--- config.mk ---
export PLATFORM = sky130hd
export DESIGN_NAME = bakraid_eeprom_93c66_flat
export DESIGN_NICKNAME = d
export VERILOG_FILES = /design/src/rtl/bakraid_eeprom_93c66_if.sv /design/src/rtl/bakraid_eeprom_93c66.sv /design/src/flat_wrapper.sv
export SDC_FILE = /design/constraint.sdc
export NUM_CORES = 1
export LEC_CHECK = 0
export ABC_AREA = 1
export BUFFER_PORTS_ARGS = -buffer_cell sky130_fd_sc_hd__buf_2
export CORE_ASPECT_RATIO = 0.6
export CORE_MARGIN = 1
export CORE_UTILIZATION = 45
export DETAILED_ROUTE_END_ITERATION = 7
export HOLD_SLACK_MARGIN = 0.02
export MAX_ROUTING_LAYER = met4
export PLACE_DENSITY = 0.7
export SYNTH_ARGS = -nofsm -noshare
export SYNTH_HDL_FRONTEND = slang
export SYNTH_SLANG_ARGS = --single-unit
--- constraint.sdc ---
create_clock -name CLK -period 4.25 [get_ports CLK]
set_input_delay 0.85 -clock CLK [delete_from_list [all_inputs] [get_ports CLK]]
set_output_delay 0.85 -clock CLK [all_outputs]
set_load 0.005 [all_outputs]
--- src/rtl/bakraid_eeprom_93c66_if.sv ---
// Storage-side bus of the 93C66 responder: word address, write data/strobe
// and the 1-cycle-latency read data returned by the external RAM.
interface bakraid_eeprom_93c66_if #(
    parameter int ADDR_W = 8,
    parameter int DATA_W = 16
);
    logic [ADDR_W-1:0] MEM_ADDR;
    logic [DATA_W-1:0] MEM_WDATA;
    logic              MEM_WE;
    logic [DATA_W-1:0] MEM_RDATA;

    modport master (output MEM_ADDR, output MEM_WDATA, output MEM_WE, input MEM_RDATA);
    modport slave  (input MEM_ADDR, input MEM_WDATA, input MEM_WE, output MEM_RDATA);
endinterface

--- src/rtl/bakraid_eeprom_93c66.sv ---
// 93C66 (x16) serial EEPROM responder: decodes the bit-banged SCS/SCLK/SDI
// stream from the 68K side and serves/programs words in an external RAM.
module bakraid_eeprom_93c66 #(
    parameter int ADDR_W      = 8,
    parameter int DATA_W      = 16,
    parameter int BUSY_CYCLES = 64
) (
    input  logic CLK,
    input  logic RESET,
    input  logic SCS,
    input  logic SCLK,
    input  logic SDI,
    output logic SDO,
    bakraid_eeprom_93c66_if.master mem,
    output logic BUSY,
    output logic WREN
);
    // Extra cycles cover the SCS resync so the master sees a full busy window
    localparam int BUSY_LOAD = BUSY_CYCLES + 8;
    localparam int BC_W      = $clog2(BUSY_LOAD + 1);
    localparam int CNT_W     = $clog2(ADDR_W + DATA_W + 2);

    typedef enum logic [2:0] {
        S_IDLE, S_CMD, S_RD_FETCH, S_RD_SHIFT, S_WR_DATA, S_PROG_WAIT, S_PROG, S_IGNORE
    } state_t;

    state_t            r_state, n_state;
    logic [1:0]        r_scs_s, r_sclk_s, r_sdi_s;
    logic              r_sclk_d;
    logic [CNT_W-1:0]  r_cnt, n_cnt;
    logic [ADDR_W:0]   r_cmd, n_cmd;
    logic [ADDR_W-1:0] r_addr, n_addr;
    logic [DATA_W-1:0] r_data, n_data;
    logic [DATA_W-1:0] r_dout, n_dout;
    logic [1:0]        r_fetch, n_fetch;
    logic              r_bulk, n_bulk;
    logic              r_sdo, n_sdo;
    logic              r_we, n_we;
    logic [ADDR_W-1:0] r_maddr, n_maddr;
    logic [DATA_W-1:0] r_wdata, n_wdata;
    logic              r_busy, n_busy;
    logic              r_wren, n_wren;
    logic [BC_W-1:0]   r_bcnt, n_bcnt;

    logic              w_scs, w_sdi, w_rise, w_smp;
    logic [ADDR_W+1:0] w_cmd;
    logic [1:0]        w_op;
    logic [ADDR_W-1:0] w_a;

    assign w_scs  = r_scs_s[1];
    assign w_sdi  = r_sdi_s[1];
    assign w_rise = r_sclk_s[1] & ~r_sclk_d;
    assign w_smp  = w_rise & w_scs;
    assign w_cmd  = {r_cmd, w_sdi};
    assign w_op   = w_cmd[ADDR_W+1:ADDR_W];
    assign w_a    = w_cmd[ADDR_W-1:0];

    assign SDO           = r_sdo;
    assign BUSY          = r_busy;
    assign WREN          = r_wren;
    assign mem.MEM_ADDR  = r_maddr;
    assign mem.MEM_WDATA = r_wdata;
    assign mem.MEM_WE    = r_we;

    always_ff @(posedge CLK or posedge RESET) begin
        if (RESET) begin
            r_state  <= S_IDLE;
            r_scs_s  <= '0;
            r_sclk_s <= '0;
            r_sdi_s  <= '0;
            r_sclk_d <= 1'b0;
            r_cnt    <= '0;
            r_cmd    <= '0;
            r_addr   <= '0;
            r_data   <= '0;
            r_dout   <= '0;
            r_fetch  <= '0;
            r_bulk   <= 1'b0;
            r_sdo    <= 1'b1;
            r_we     <= 1'b0;
            r_maddr  <= '0;
            r_wdata  <= '0;
            r_busy   <= 1'b0;
            r_wren   <= 1'b0;
            r_bcnt   <= '0;
        end else begin
            r_state  <= n_state;
            r_scs_s  <= {r_scs_s[0], SCS};
            r_sclk_s <= {r_sclk_s[0], SCLK};
            r_sdi_s  <= {r_sdi_s[0], SDI};
            r_sclk_d <= r_sclk_s[1];
            r_cnt    <= n_cnt;
            r_cmd    <= n_cmd;
            r_addr   <= n_addr;
            r_data   <= n_data;
            r_dout   <= n_dout;
            r_fetch  <= n_fetch;
            r_bulk   <= n_bulk;
            r_sdo    <= n_sdo;
            r_we     <= n_we;
            r_maddr  <= n_maddr;
            r_wdata  <= n_wdata;
            r_busy   <= n_busy;
            r_wren   <= n_wren;
            r_bcnt   <= n_bcnt;
        end
    end

    always_comb begin
        n_state = r_state;
        n_cnt   = r_cnt;
        n_cmd   = r_cmd;
        n_addr  = r_addr;
        n_data  = r_data;
        n_dout  = r_dout;
        n_fetch = r_fetch;
        n_bulk  = r_bulk;
        n_sdo   = 1'b1;
        n_we    = r_we;
        n_maddr = r_maddr;
        n_wdata = r_wdata;
        n_busy  = r_busy;
        n_wren  = r_wren;
        n_bcnt  = r_bcnt;

        // RAM data is valid two edges after the address register is loaded
        if (r_fetch != 2'd0) begin
            n_fetch = r_fetch - 2'd1;
            if (r_fetch == 2'd1)
                n_dout = mem.MEM_RDATA;
        end

        case (r_state)
            S_IDLE: begin
                if (w_smp && w_sdi) begin
                    n_state = S_CMD;
                    n_cnt   = '0;
                end
            end
            S_CMD: begin
                if (!w_scs) begin
                    n_state = S_IDLE;
                end else if (w_smp) begin
                    n_cmd = {r_cmd[ADDR_W-1:0], w_sdi};
                    n_cnt = r_cnt + 1'b1;
                    if (r_cnt == CNT_W'(ADDR_W + 1)) begin
                        n_cnt  = '0;
                        n_addr = w_a;
                        n_data = '1;
                        n_bulk = 1'b0;
                        case (w_op)
                            2'b10: begin
                                n_state = S_RD_FETCH;
                                n_maddr = w_a;
                                n_fetch = 2'd2;
                                n_sdo   = 1'b0;
                            end
                            2'b01:   n_state = S_WR_DATA;
                            2'b11:   n_state = S_PROG_WAIT;
                            default: begin
                                case (w_a[ADDR_W-1 -: 2])
                                    2'b11: begin
                                        n_wren  = 1'b1;
                                        n_state = S_IGNORE;
                                    end
                                    2'b00: begin
                                        n_wren  = 1'b0;
                                        n_state = S_IGNORE;
                                    end
                                    2'b10: begin
                                        n_bulk  = 1'b1;
                                        n_state = S_PROG_WAIT;
                                    end
                                    default: begin
                                        n_bulk  = 1'b1;
                                        n_state = S_WR_DATA;
                                    end
                                endcase
                            end
                        endcase
                    end
                end
            end
            S_RD_FETCH: begin
                if (!w_scs) begin
                    n_state = S_IDLE;
                end else begin
                    n_sdo = 1'b0;
                    if (r_fetch == 2'd1) begin
                        n_state = S_RD_SHIFT;
                        n_cnt   = '0;
                    end
                end
            end
            S_RD_SHIFT: begin
                if (!w_scs) begin
                    n_state = S_IDLE;
                end else begin
                    n_sdo = r_sdo;
                    if (w_smp) begin
                        n_sdo  = r_dout[DATA_W-1];
                        n_dout = {r_dout[DATA_W-2:0], 1'b0};
                        n_cnt  = r_cnt + 1'b1;
                        // Last bit of this word is out: prefetch the next one
                        if (r_cnt == CNT_W'(DATA_W - 1)) begin
                            n_cnt   = '0;
                            n_addr  = r_addr + 1'b1;
                            n_maddr = r_addr + 1'b1;
                            n_fetch = 2'd2;
                        end
                    end
                end
            end
            S_WR_DATA: begin
                if (!w_scs) begin
                    n_state = S_IDLE;
                end else if (w_smp) begin
                    n_data = {r_data[DATA_W-2:0], w_sdi};
                    n_cnt  = r_cnt + 1'b1;
                    if (r_cnt == CNT_W'(DATA_W - 1))
                        n_state = S_PROG_WAIT;
                end
            end
            S_PROG_WAIT: begin
                if (!w_scs) begin
                    if (r_wren) begin
                        n_state = S_PROG;
                        n_busy  = 1'b1;
                        n_bcnt  = BC_W'(BUSY_LOAD);
                        n_we    = 1'b1;
                        n_maddr = r_bulk ? '0 : r_addr;
                        n_wdata = r_data;
                    end else begin
                        n_state = S_IDLE;
                    end
                end
            end
            S_PROG: begin
                n_sdo = ~w_scs;
                if (r_bcnt != '0)
                    n_bcnt = r_bcnt - 1'b1;
                if (r_we) begin
                    if (r_bulk && (r_maddr != '1))
                        n_maddr = r_maddr + 1'b1;
                    else
                        n_we = 1'b0;
                end else if (r_bcnt == '0) begin
                    n_busy  = 1'b0;
                    n_state = S_IDLE;
                    n_sdo   = 1'b1;
                end
            end
            S_IGNORE: begin
                if (!w_scs)
                    n_state = S_IDLE;
            end
            default: n_state = S_IDLE;
        endcase
    end
endmodule
--- src/flat_wrapper.sv ---
// flat-port wrapper written by rule: the top's interface ports become plain ports
module bakraid_eeprom_93c66_flat 
#(
    parameter int ADDR_W      = 8,
    parameter int DATA_W      = 16,
    parameter int BUSY_CYCLES = 64
)
  (CLK, RESET, SCS, SCLK, SDI, SDO, BUSY, WREN, mem_MEM_ADDR, mem_MEM_WDATA, mem_MEM_WE, mem_MEM_RDATA);
  bakraid_eeprom_93c66_if #(.ADDR_W(ADDR_W), .DATA_W(DATA_W)) mem_i ();
  input  logic CLK;
  input  logic RESET;
  input  logic SCS;
  input  logic SCLK;
  input  logic SDI;
  output logic SDO;
  output logic BUSY;
  output logic WREN;
  output wire logic [$bits(mem_i.MEM_ADDR)-1:0] mem_MEM_ADDR;
  output wire logic [$bits(mem_i.MEM_WDATA)-1:0] mem_MEM_WDATA;
  output wire logic [$bits(mem_i.MEM_WE)-1:0] mem_MEM_WE;
  input wire logic [$bits(mem_i.MEM_RDATA)-1:0] mem_MEM_RDATA;
  assign mem_MEM_ADDR = mem_i.MEM_ADDR;
  assign mem_MEM_WDATA = mem_i.MEM_WDATA;
  assign mem_MEM_WE = mem_i.MEM_WE;
  assign mem_i.MEM_RDATA = mem_MEM_RDATA;
  bakraid_eeprom_93c66 #(.ADDR_W(ADDR_W), .DATA_W(DATA_W), .BUSY_CYCLES(BUSY_CYCLES)) u_core (.CLK(CLK), .RESET(RESET), .SCS(SCS), .SCLK(SCLK), .SDI(SDI), .SDO(SDO), .mem(mem_i), .BUSY(BUSY), .WREN(WREN));
endmodule
==> reports/metrics.yaml, run 1 <==
layout:
  fin_nets: 748
  seq_area_um2: 2550
  fillers: 1062
  fin_area_um2: 5860
  multi_input_area_um2: 2270
  drive_above_1_share_pct: 13.2
  diodes: 0
  syn2layout_area_growth_pct: 12.5
power:
  ir_worst_vdd_mv: 0.219
  power_density_nw_per_um2: 578
  finalPower_w: 0.00339
  p_leak_nw: 2.99
sta:
  hold_viol_final: 0
  rsz0062_at_grt: "false"
  fin_crit_ns: 2.47
  setup_violations: 0
  worstMarginPinSlew_ns: 1.12
  maxSlewHeadroom_pct: 24.9
  max_freq_mhz: 405
  setup_tns_ns: 0
  clock_skew_ns: 0.00268
  post-route-period-util_pct: 58.0
  finalMaxSlewViolations: 0
  hold_slack_ns: 0.350
clock_network:
  post-cts-setup-buffer-count: 0
  numCtsBuffers: 9
  post_cts_resized: 0
  h-tree-depth: 3
  cts_root_buf: "clkbuf_16"
  ctsHoldBuffers: 0
  clock_latency_ns: 0.34
  max-clock-path-buffers: 2
  clkTransAtPathRegs_ns: 0.07
  clkSinkCount: 102
  cts_tree: "yes"
floorplan:
  ioPinCount: 49
  fp-row-count: 29
  fp.dieH_um: 85.3
  die_w_um: 141
  initial_core_util_pct: 47.7
  dieArea_um2: 12000
  coreArea_um2: 10900
routing:
  drtPass1Iterations: 5
  met3_length_um: 739
  detail_route.iter0.violations: 350
  totalWireLength_mm: 12.1
  highest_layer: "met4"
  wl_met2_mm: 4.92
  vias: 4510
  drc_errors: 0
  wl_met1_mm: 6.41
  ant_nets: 0
  via_per_inst: 5.15
  wl_per_cell_um: 13.9
run:
  max_cap_viol_count: 0
synth:
  ys_ff_latch: 102
  synth_area_per_cell_um2: 7.72
  yosys-top-cells-area: "dfrtp_1 (49%), nand2_1 (16%), nor2_1 (5.1%)"
  ys_async_sr_fraction_pct: 100
  synth_seq_area_share_pct: 49.1
  synth_top_area_share_pct: 48.6
  synth_edf_count: 0
  netlist_area_um2: 5200
  yosys_most_used_dff: "dfrtp_1"
  ys_types: 36
  syn_nets: 705
  synth_warnings: 0
  yosys.area.top_type: "dfrtp_1"
  synthCells: 674
hold_path:
  min_to: "u_core.r_sdi_s[1]$_DFF_PP0_"
  min_from: "u_core.r_sdi_s[0]$_DFF_PP0_"
  whs_path_depth: 0
  min_path_type: "reg2reg"
setup_path:
  crit_fanout: 32
  required_ns: 4.52
  worstReg2RegStart: "u_core.r_state[2]$_DFFE_PP0P_"
  path_class: "reg2reg"
  crit_path_end_kind: "register"
  startpoint_type: "register"
  rr_endpoint: "u_core.r_data[13]$_DFFE_PP0P_"
  arrival_ns: 2.73
  r2r_slack_ns: 1.78
  reg2regPathDepth: 6
global_route:
  antenna_found_initial: 0
  gr-total-overflow: 0
  grt_pass1_vias: 4157
  grt_first_pass_wirelength_mm: 20.3
  grt_use_total_pct: 22.3
  grt_max_degree: 47
outcome:
  status: "finished, final reports clean"
place:
  postPlaceCellArea_um2: 5570
  io_buffers: 48
  place_congestion: 0.921
  hpwl_mm: 8.96
[worst max-delay path by stage]
stage                                  start                            end  depth (start not counted)
5_1_grt        u_core.r_state[2]$_DFFE_PP0P_  u_core.r_data[13]$_DFFE_PP0P_                          6
4_1_cts        u_core.r_state[2]$_DFFE_PP0P_  u_core.r_data[13]$_DFFE_PP0P_                          6
2_1_floorplan                          RESET        u_core.BUSY$_DFFE_PP0P_                          1
6_report       u_core.r_state[2]$_DFFE_PP0P_  u_core.r_data[13]$_DFFE_PP0P_                          6
3_3_place_gp   u_core.r_state[2]$_DFFE_PP0P_   u_core.r_data[0]$_DFFE_PP0P_                          5
3_5_place_dp   u_core.r_state[2]$_DFFE_PP0P_  u_core.r_data[13]$_DFFE_PP0P_                          6
[cell type report]
type                       count  share of cell area (%)
clock buffer                  13                    4.61
clock inverter                 2                   0.278
inverter                      76                    4.91
multi-input combinational    477                    38.8
sequential                   102                    43.6
tap                          155                    3.31
timing repair buffer          51                    4.49
[power by group]
| group | internal [W] | switching (W) | total (W) | leakage (nW) |
|---|---|---|---|---|
| logic | 0.000396 | 0.000750 | 0.00115 | 1.60 |
| registers | 0.00122 | 0.000222 | 0.00144 | 1.25 |
| clock network | 0.000444 | 0.000355 | 0.000799 | 0.138 |
[layer usage]
layer | vias up | track usage, %
met3 | 8 | 4.63
met4 | 0 | 5.83
met5 | - | -
li1 | 2252 | -
met2 | 149 | 29.5
met1 | 2101 | 33.9
[kinds of logic after synthesis]
family,count (synthesis),share of synthesized area [%]
xor+xnor,3,0.505
fa+ha+maj,10,2.40
compound gates,105,11.2
simple gates,357,29.2
mux,2,0.433
flops,102,49.1
buf+inv,95,7.28
[sequential cells by signal (all words and copies together), names as in the netlist]
| name | count |
|---|---|
| u_core.r_scs_s | 2 |
| u_core.mem.MEM_WDATA | 16 |
| u_core.r_cmd | 9 |
| u_core.BUSY | 1 |
| u_core.mem.MEM_WE | 1 |
| u_core.r_dout | 16 |
| u_core.r_sclk_s | 2 |
| u_core.r_bcnt | 7 |
| u_core.r_cnt | 5 |
| u_core.r_fetch | 2 |
| u_core.mem.MEM_ADDR | 8 |
| u_core.r_sdi_s | 2 |
| u_core.SDO | 1 |
| u_core.r_bulk | 1 |
| u_core.WREN | 1 |
| u_core.r_data | 16 |
| u_core.r_sclk_d | 1 |
| u_core.r_addr | 8 |
| u_core.r_state | 3 |
[cell usage after synthesis, types with 6 or more instances]
master and count:
nand4_1 13, dfrtp_1 101, inv_1 69, nand3_1 38
o211ai_1 12, a21oi_1 22, inv_2 7, clkbuf_1 6
buf_2 8, a31oi_1 8, o21ai_0 47, nor2_1 71
o21ai_1 10, nand2_1 215, ha_1 10
[cell usage in the layout (no fill, tap or decap), types with 2 or more instances in the layout]
| master | instances |
|---|---|
| o21bai_1 | 2 |
| o211ai_1 | 12 |
| nor2_2 | 4 |
| clkbuf_16 | 9 |
| nor2_1 | 71 |
| nand2_2 | 4 |
| clkbuf_8 | 3 |
| nand3_1 | 38 |
| dfrtp_1 | 101 |
| nand4_1 | 13 |
| a21oi_1 | 22 |
| nand2_1 | 215 |
| xor2_1 | 2 |
| buf_4 | 3 |
| nand3_2 | 4 |
| buf_2 | 48 |
| o21ai_1 | 10 |
| o21ai_0 | 47 |
| nor2_4 | 3 |
| a31oi_1 | 8 |
| inv_2 | 7 |
| ha_1 | 10 |
| inv_1 | 68 |
| mux2_2 | 2 |
[through the flow]
stage	setup WS [ns]	utilization, %	cells
after floorplan	0.726	-	674
after global placement	1.95	51.0	861
after detailed placement	1.82	51.0	861
after CTS	1.81	53.6	876
after global routing	1.52	53.6	876
final	1.78	53.6	876
[worst max-delay path, stage by stage (launching register included)]
cell     delay, ns
dfrtp_1       0.56
nand2_1       0.41
nand2_1       0.20
nand2_1       0.08
nor2_2        0.85
o21ai_1       0.17
o21ai_1       0.13
Note: power is estimated with default switching activity, not from simulation.
==> run 2, diff against run 1 <==
- PLACE_DENSITY: 0.7 -> 0.73
- clock period: 4.25 -> 2.1 ns (I/O delays scaled with it)
==> reports/metrics.yaml, run 2 (synthesis gave the netlist of run 1 again) <==
outcome:
  status: "finished, final reports clean"  # unchanged
layout:
  fillers: 1002  # was 1062
  syn2layout_area_growth_pct: 15.3  # was 12.5%
  diodes: 0  # unchanged
  final_common_cell: "nand2_1"  # unchanged
  multi_input_area_um2: 2300  # was 2270 um^2
  fin_area_um2: 6000  # was 5860 um^2
  fin_nets: 757  # was 748
  instances_no_fill: 886  # was 876
  seq_area_um2: 2550  # unchanged
  layout_common_cells: "nand2_1 (213), dfrtp_1 (101), nor2_1 (69)"  # was nand2_1 (215), dfrtp_1 (101), nor2_1 (71)
  drive_above_1_share_pct: 15.2  # was 13.2%
setup_path:
  arrival_ns: 2.19  # was 2.73 ns
  crit_path_end_kind: "register"  # unchanged
  crit_fanout: 6  # was 32
  timing.critical_path.mode_cell: "nand2_1"  # unchanged
  cp_slowest_stage_delay_ns: 0.40  # was 0.85 ns
  slowest_stage: "dfrtp_1"  # was nor2_2
  required_ns: 2.34  # was 4.52 ns
  path_class: "reg2reg"  # unchanged
  startpoint: "u_core.r_bcnt[0]$_DFFE_PP0P_"  # was u_core.r_state[2]$_DFFE_PP0P_
  startpoint_type: "register"  # unchanged
  worstReg2RegStart: "u_core.r_bcnt[0]$_DFFE_PP0P_"  # was u_core.r_state[2]$_DFFE_PP0P_
  crit_chain: "inv_1 -> ha_1 -> inv_1 -> nor2_1 -> nand3_1 -> nand2_1 -> o21ai_0 -> nor2_2 -> nand2_2 -> nand2_1 -> nand2_1"  # was nand2_1 -> nand2_1 -> nand2_1 -> nor2_2 -> o21ai_1 -> o21ai_1
sta:
  max_freq_mhz: 512  # was 405 MHz
  setup_violations: 0  # unchanged
  hold_viol_final: 0  # unchanged
  clock_skew_ns: 0.0106  # was 0.00268 ns
  maxSlewHeadroom_pct: 60.6  # was 24.9%
  fin_crit_ns: 1.95  # was 2.47 ns
  worstMarginPinSlew_ns: 0.592  # was 1.12 ns
  hold_slack_ns: 0.167  # was 0.350 ns
  finalMaxSlewViolations: 0  # unchanged
  post-route-period-util_pct: 93.1  # was 58.0%
  setup_ws_ns: 0.146  # was 1.78 ns
floorplan:
  ioPinCount: 49  # unchanged
  die_w_um: 141  # unchanged
  coreArea_um2: 10900  # unchanged
  fp.dieH_um: 85.3  # unchanged
  dieArea_um2: 12000  # unchanged
  initial_core_util_pct: 47.7  # unchanged
  fp-row-count: 29  # unchanged
clock_network:
  clkTransAtPathRegs_ns: 0.07  # about the same
  max-clock-path-buffers: 2  # unchanged
  cts_tree: "yes"  # unchanged
  h-tree-depth: 3  # unchanged
  numCtsBuffers: 9  # unchanged
  clkSinkCount: 102  # unchanged
  clock_latency_ns: 0.35  # was 0.34 ns
  cts_root_buf: "clkbuf_16"  # unchanged
  ctsHoldBuffers: 0  # unchanged
power:
  swShare_pct: 39.5  # was 39.2%
  p_leak_nw: 3.05  # was 2.99 nW
  finalPower_w: 0.00712  # was 0.00339 W
  power_density_nw_per_um2: 1190  # was 578 nW/um^2
  combPwrFrac_pct: 34.3  # was 33.9%
  clockPowerShare_pct: 24.4  # was 23.6%
  p_int_w: 0.00431  # was 0.00206 W
  seq_power_share_pct: 41.3  # was 42.5%
  ir_worst_vdd_mv: 0.532  # was 0.219 mV
  p_switching_w: 0.00281  # was 0.00133 W
hold_path:
  min_path_type: "in2async"  # was reg2reg
place:
  postPlaceCellArea_um2: 5650  # was 5570 um^2
  io_buffers: 48  # unchanged
  dp_slack_ns: 0.155  # was 1.82 ns
  hpwl_mm: 8.98  # was 8.96 mm
  place_congestion: 0.914  # was 0.921
  place_inst: 868  # was 861
routing:
  drc_errors: 0  # unchanged
  drtPass1Iterations: 5  # unchanged
  wl_per_cell_um: 14.1  # was 13.9 um
  detail_route.iter0.violations: 413  # was 350
  vias: 4548  # was 4510
  totalWireLength_mm: 12.5  # was 12.1 mm
  via_per_inst: 5.13  # was 5.15
  ant_nets: 0  # unchanged
global_route:
  gr-total-overflow: 0  # unchanged
  grt_first_pass_wirelength_mm: 20.8  # was 20.3 mm
  antenna_found_initial: 0  # unchanged
  grt_pass1_vias: 4254  # was 4157
  grt_max_degree: 103  # was 47
  grt_use_total_pct: 22.9  # was 22.3%
run:
  max_cap_viol_count: 0  # unchanged
run 2: final cells by class:
type / instances / area share [%]
flip-flops and latches: 102 / 42.6
multi-input cells: 477 / 38.4
repair buffers: 60 / 5.92
inverters: 76 / 4.82
clock buffers: 11 / 4.05
well taps: 155 / 3.23
clock inverters: 5 / 1.06
run 2: worst max-delay path: cells and delay by family (launching register included):
family	cells	cell delay, ns
flip-flops	1	0.40
AND/OR/NAND/NOR	7	0.83
AO/OA/AOI/OAI	1	0.20
buffers and inverters	2	0.22
adder cells (fa/ha/maj)	1	0.19
run 2: repair_timing:
item                       4_1_cts  5_1_grt
setup endpoints to repair        0       19
buffers inserted                 0        2
resized for setup                0        9
run 2: power groups by stage:
stage / registers, W / clock network, W / logic [W]
floorplan: 0.00280 / 0 / 0.00179
global route: 0.00301 / 0.00184 / 0.00276
finish: 0.00294 / 0.00174 / 0.00244
detailed placement: 0.00295 / 0 / 0.00232
global placement: 0.00293 / 0 / 0.00223
CTS: 0.00292 / 0.00177 / 0.00235
run 2: final timing paths:
check,end,slack [ns],cells past startpoint
max reg2reg,u_core.r_state[2]$_DFFE_PP0P_,0.15,11
min reg2reg,u_core.r_sclk_s[1]$_DFF_PP0_,0.36,0
max,u_core.r_state[2]$_DFFE_PP0P_,0.15,11
min in group CLK,u_core.r_sclk_s[0]$_DFF_PP0_,0.17,1
min,u_core.mem.MEM_WDATA[11]$_DFFE_PP0P_,0.17,3
max in group asynchronous,u_core.r_addr[3]$_DFFE_PP0P_,1.42,3
run 2: metrics by stage:
step | utilization (%) | setup TNS [ns]
5_1_grt | 54.9 | -0.00968
3_3_place_gp | 51.7 | 0
3_5_place_dp | 51.7 | 0
2_1_floorplan | - | 0
6_report | 54.9 | 0
4_1_cts | 54.5 | 0
run 2: metal layers:
metal | routed length (um) | GRT usage (%) | vias up | share of wire (%)
met4 | 116 | 5.14 | 0 | 0.93
met3 | 741 | 5.08 | 16 | 5.9
li1 | - | - | 2269 | -
met2 | 5150 | 32.5 | 132 | 41
met5 | 0 | - | - | 0
met1 | 6440 | 33.2 | 2131 | 52
==> run 3, diff against run 2 <==
- CORE_UTILIZATION: 45 -> 55
- PLACE_DENSITY: 0.73 -> 0.82
- clock period: 2.1 -> 2.05 ns (I/O delays scaled with it)
==> reports/metrics.yaml, run 3 (synthesis gave the netlist of run 1 again) <==
global_route:
  gr-total-overflow: 0  # unchanged
  grt_pass1_vias: 4179  # was 4254
  grt_use_total_pct: 27.1  # was 22.9%
  grt_max_degree: 103  # unchanged
  grt_first_pass_wirelength_mm: 20.1  # was 20.8 mm
  antenna_found_initial: 0  # unchanged
clock_network:
  numCtsBuffers: 9  # unchanged
  max-clock-path-buffers: 2  # unchanged
  clkSinkCount: 102  # unchanged
  clkTransAtPathRegs_ns: 0.07  # about the same
  cts_root_buf: "clkbuf_16"  # unchanged
  clock_latency_ns: 0.35  # about the same
  cts_tree: "yes"  # unchanged
  h-tree-depth: 3  # unchanged
setup_path:
  r2r_slack_ns: 0.12  # was 0.15 ns
  crit_fanout: 4  # was 6
  reg2regPathDepth: 13  # was 11
  arrival_ns: 2.21  # was 2.19 ns
  crit_path_end_kind: "register"  # unchanged
  path_class: "reg2reg"  # unchanged
  worstReg2RegStart: "u_core.r_cnt[1]$_DFFE_PP0P_"  # was u_core.r_bcnt[0]$_DFFE_PP0P_
  rr_endpoint: "u_core.r_state[0]$_DFFE_PP0P_"  # was u_core.r_state[2]$_DFFE_PP0P_
  required_ns: 2.34  # about the same
  startpoint_type: "register"  # unchanged
floorplan:
  initial_core_util_pct: 56.6  # was 47.7%
  coreArea_um2: 9190  # was 10900 um^2
  fp.dieH_um: 77.4  # was 85.3 um
  dieArea_um2: 9870  # was 12000 um^2
  die_w_um: 128  # was 141 um
  ioPinCount: 49  # unchanged
  fp-row-count: 27  # was 29
place:
  postPlaceCellArea_um2: 5610  # was 5650 um^2
  hpwl_mm: 8.66  # was 8.98 mm
  place_congestion: 0.956  # was 0.914
  io_buffers: 48  # unchanged
sta:
  hold_slack_ns: 0.161  # was 0.167 ns
  setup_tns_ns: 0  # unchanged
  hold_viol_final: 0  # unchanged
  post-route-period-util_pct: 94.0  # was 93.1%
  worstMarginPinSlew_ns: 0.535  # was 0.592 ns
  setup_violations: 0  # unchanged
  maxSlewHeadroom_pct: 64.2  # was 60.6%
  fin_crit_ns: 1.93  # was 1.95 ns
  clock_skew_ns: 0.00826  # was 0.0106 ns
  finalMaxSlewViolations: 0  # unchanged
  max_freq_mhz: 519  # was 512 MHz
hold_path:
  min_from: "SCS"
  min_path_type: "in2reg"  # was in2async
  whs_path_depth: 1
  min_to: "u_core.r_scs_s[0]$_DFF_PP0_"
routing:
  via_per_inst: 5.32  # was 5.13
  vias: 4566  # was 4548
  wl_per_cell_um: 14.0  # was 14.1 um
  detail_route.iter0.violations: 502  # was 413
  ant_nets: 0  # unchanged
  totalWireLength_mm: 12.0  # was 12.5 mm
  drc_errors: 0  # unchanged
  drtPass1Iterations: 5  # unchanged
layout:
  final_common_cell: "nand2_1"  # unchanged
  diodes: 0  # unchanged
  fin_nets: 755  # was 757
  syn2layout_area_growth_pct: 14.2  # was 15.3%
  fin_area_um2: 5940  # was 6000 um^2
  drive_above_1_share_pct: 15.8  # was 15.2%
  layout_common_cells: "nand2_1 (212), dfrtp_1 (99), nor2_1 (68)"  # was nand2_1 (213), dfrtp_1 (101), nor2_1 (69)
outcome:
  status: "finished, final reports clean"  # unchanged
power:
  finalPower_w: 0.00713  # was 0.00712 W
  power_density_nw_per_um2: 1200  # was 1190 nW/um^2
  p_leak_nw: 3.02  # was 3.05 nW
  ir_worst_vdd_mv: 0.572  # was 0.532 mV
run:
  max_cap_viol_count: 0  # unchanged
run 3: worst max-delay path by stage:
stage,depth (start not counted),startpoint,endpoint
2_1_floorplan,13,u_core.r_cnt[0]$_DFFE_PP0P_,u_core.r_addr[3]$_DFFE_PP0P_
3_3_place_gp,13,u_core.r_cnt[0]$_DFFE_PP0P_,u_core.mem.MEM_ADDR[7]$_DFFE_PP0P_
3_5_place_dp,13,u_core.r_cnt[0]$_DFFE_PP0P_,u_core.mem.MEM_ADDR[4]$_DFFE_PP0P_
4_1_cts,13,u_core.r_cnt[0]$_DFFE_PP0P_,u_core.mem.MEM_ADDR[6]$_DFFE_PP0P_
5_1_grt,13,u_core.r_cnt[1]$_DFFE_PP0P_,u_core.r_state[0]$_DFFE_PP0P_
6_report,13,u_core.r_cnt[1]$_DFFE_PP0P_,u_core.r_state[0]$_DFFE_PP0P_
run 3: final cells by class:
type                            count  area [um^2]
Fill cell                         817         3240
Tap cell                          130          163
Inverter                           76          289
Timing Repair Buffer               58          340
Clock buffer                       12          256
Multi-Input combinational cell    477         2310
Sequential cell                   102         2560
Clock inverter                      4         30.0
run 3: power by group:
| part | switching, W | total [W] | internal [W] |
|---|---|---|---|
| clock network | 0.000750 | 0.00164 | 0.000895 |
| logic | 0.00157 | 0.00246 | 0.000889 |
| registers | 0.000500 | 0.00303 | 0.00253 |
| total | 0.00282 | 0.00713 | 0.00431 |
run 3: per-stage QoR:
step	instances	util, %	worst slack, ns
after floorplan	674	-	0.348
after global placement	842	61.1	0.199
after detailed placement	842	61.1	0.0751
after CTS	858	64.2	0.0358
after global routing	859	64.7	-0.0189
final	859	64.7	0.123
run 3: timing repair:
action / in CTS / in global routing
hold buffers: 0 / 0
setup endpoints to repair: 0 / 20
buffers inserted: 0 / 1
resized for setup: 0 / 15
run 3: metal layers:
layer	part of all wire (%)	global-route usage, %
met1	50	39.7
met2	43	38.1
met3	7.1	7.03
met4	0.68	5.18
met5	0	-
run 3: worst max-delay path: stages, from the launching register on:
cell and delay [ns]:
dfrtp_1 0.42, ha_2 0.21, nand2_1 0.05, inv_1 0.09, nand2_2 0.07, inv_1 0.07, ha_2 0.18, inv_2 0.06
nor2_2 0.12, o21ai_1 0.09, nor2_2 0.22, buf_4 0.15, nand3_1 0.07, nand2_1 0.07
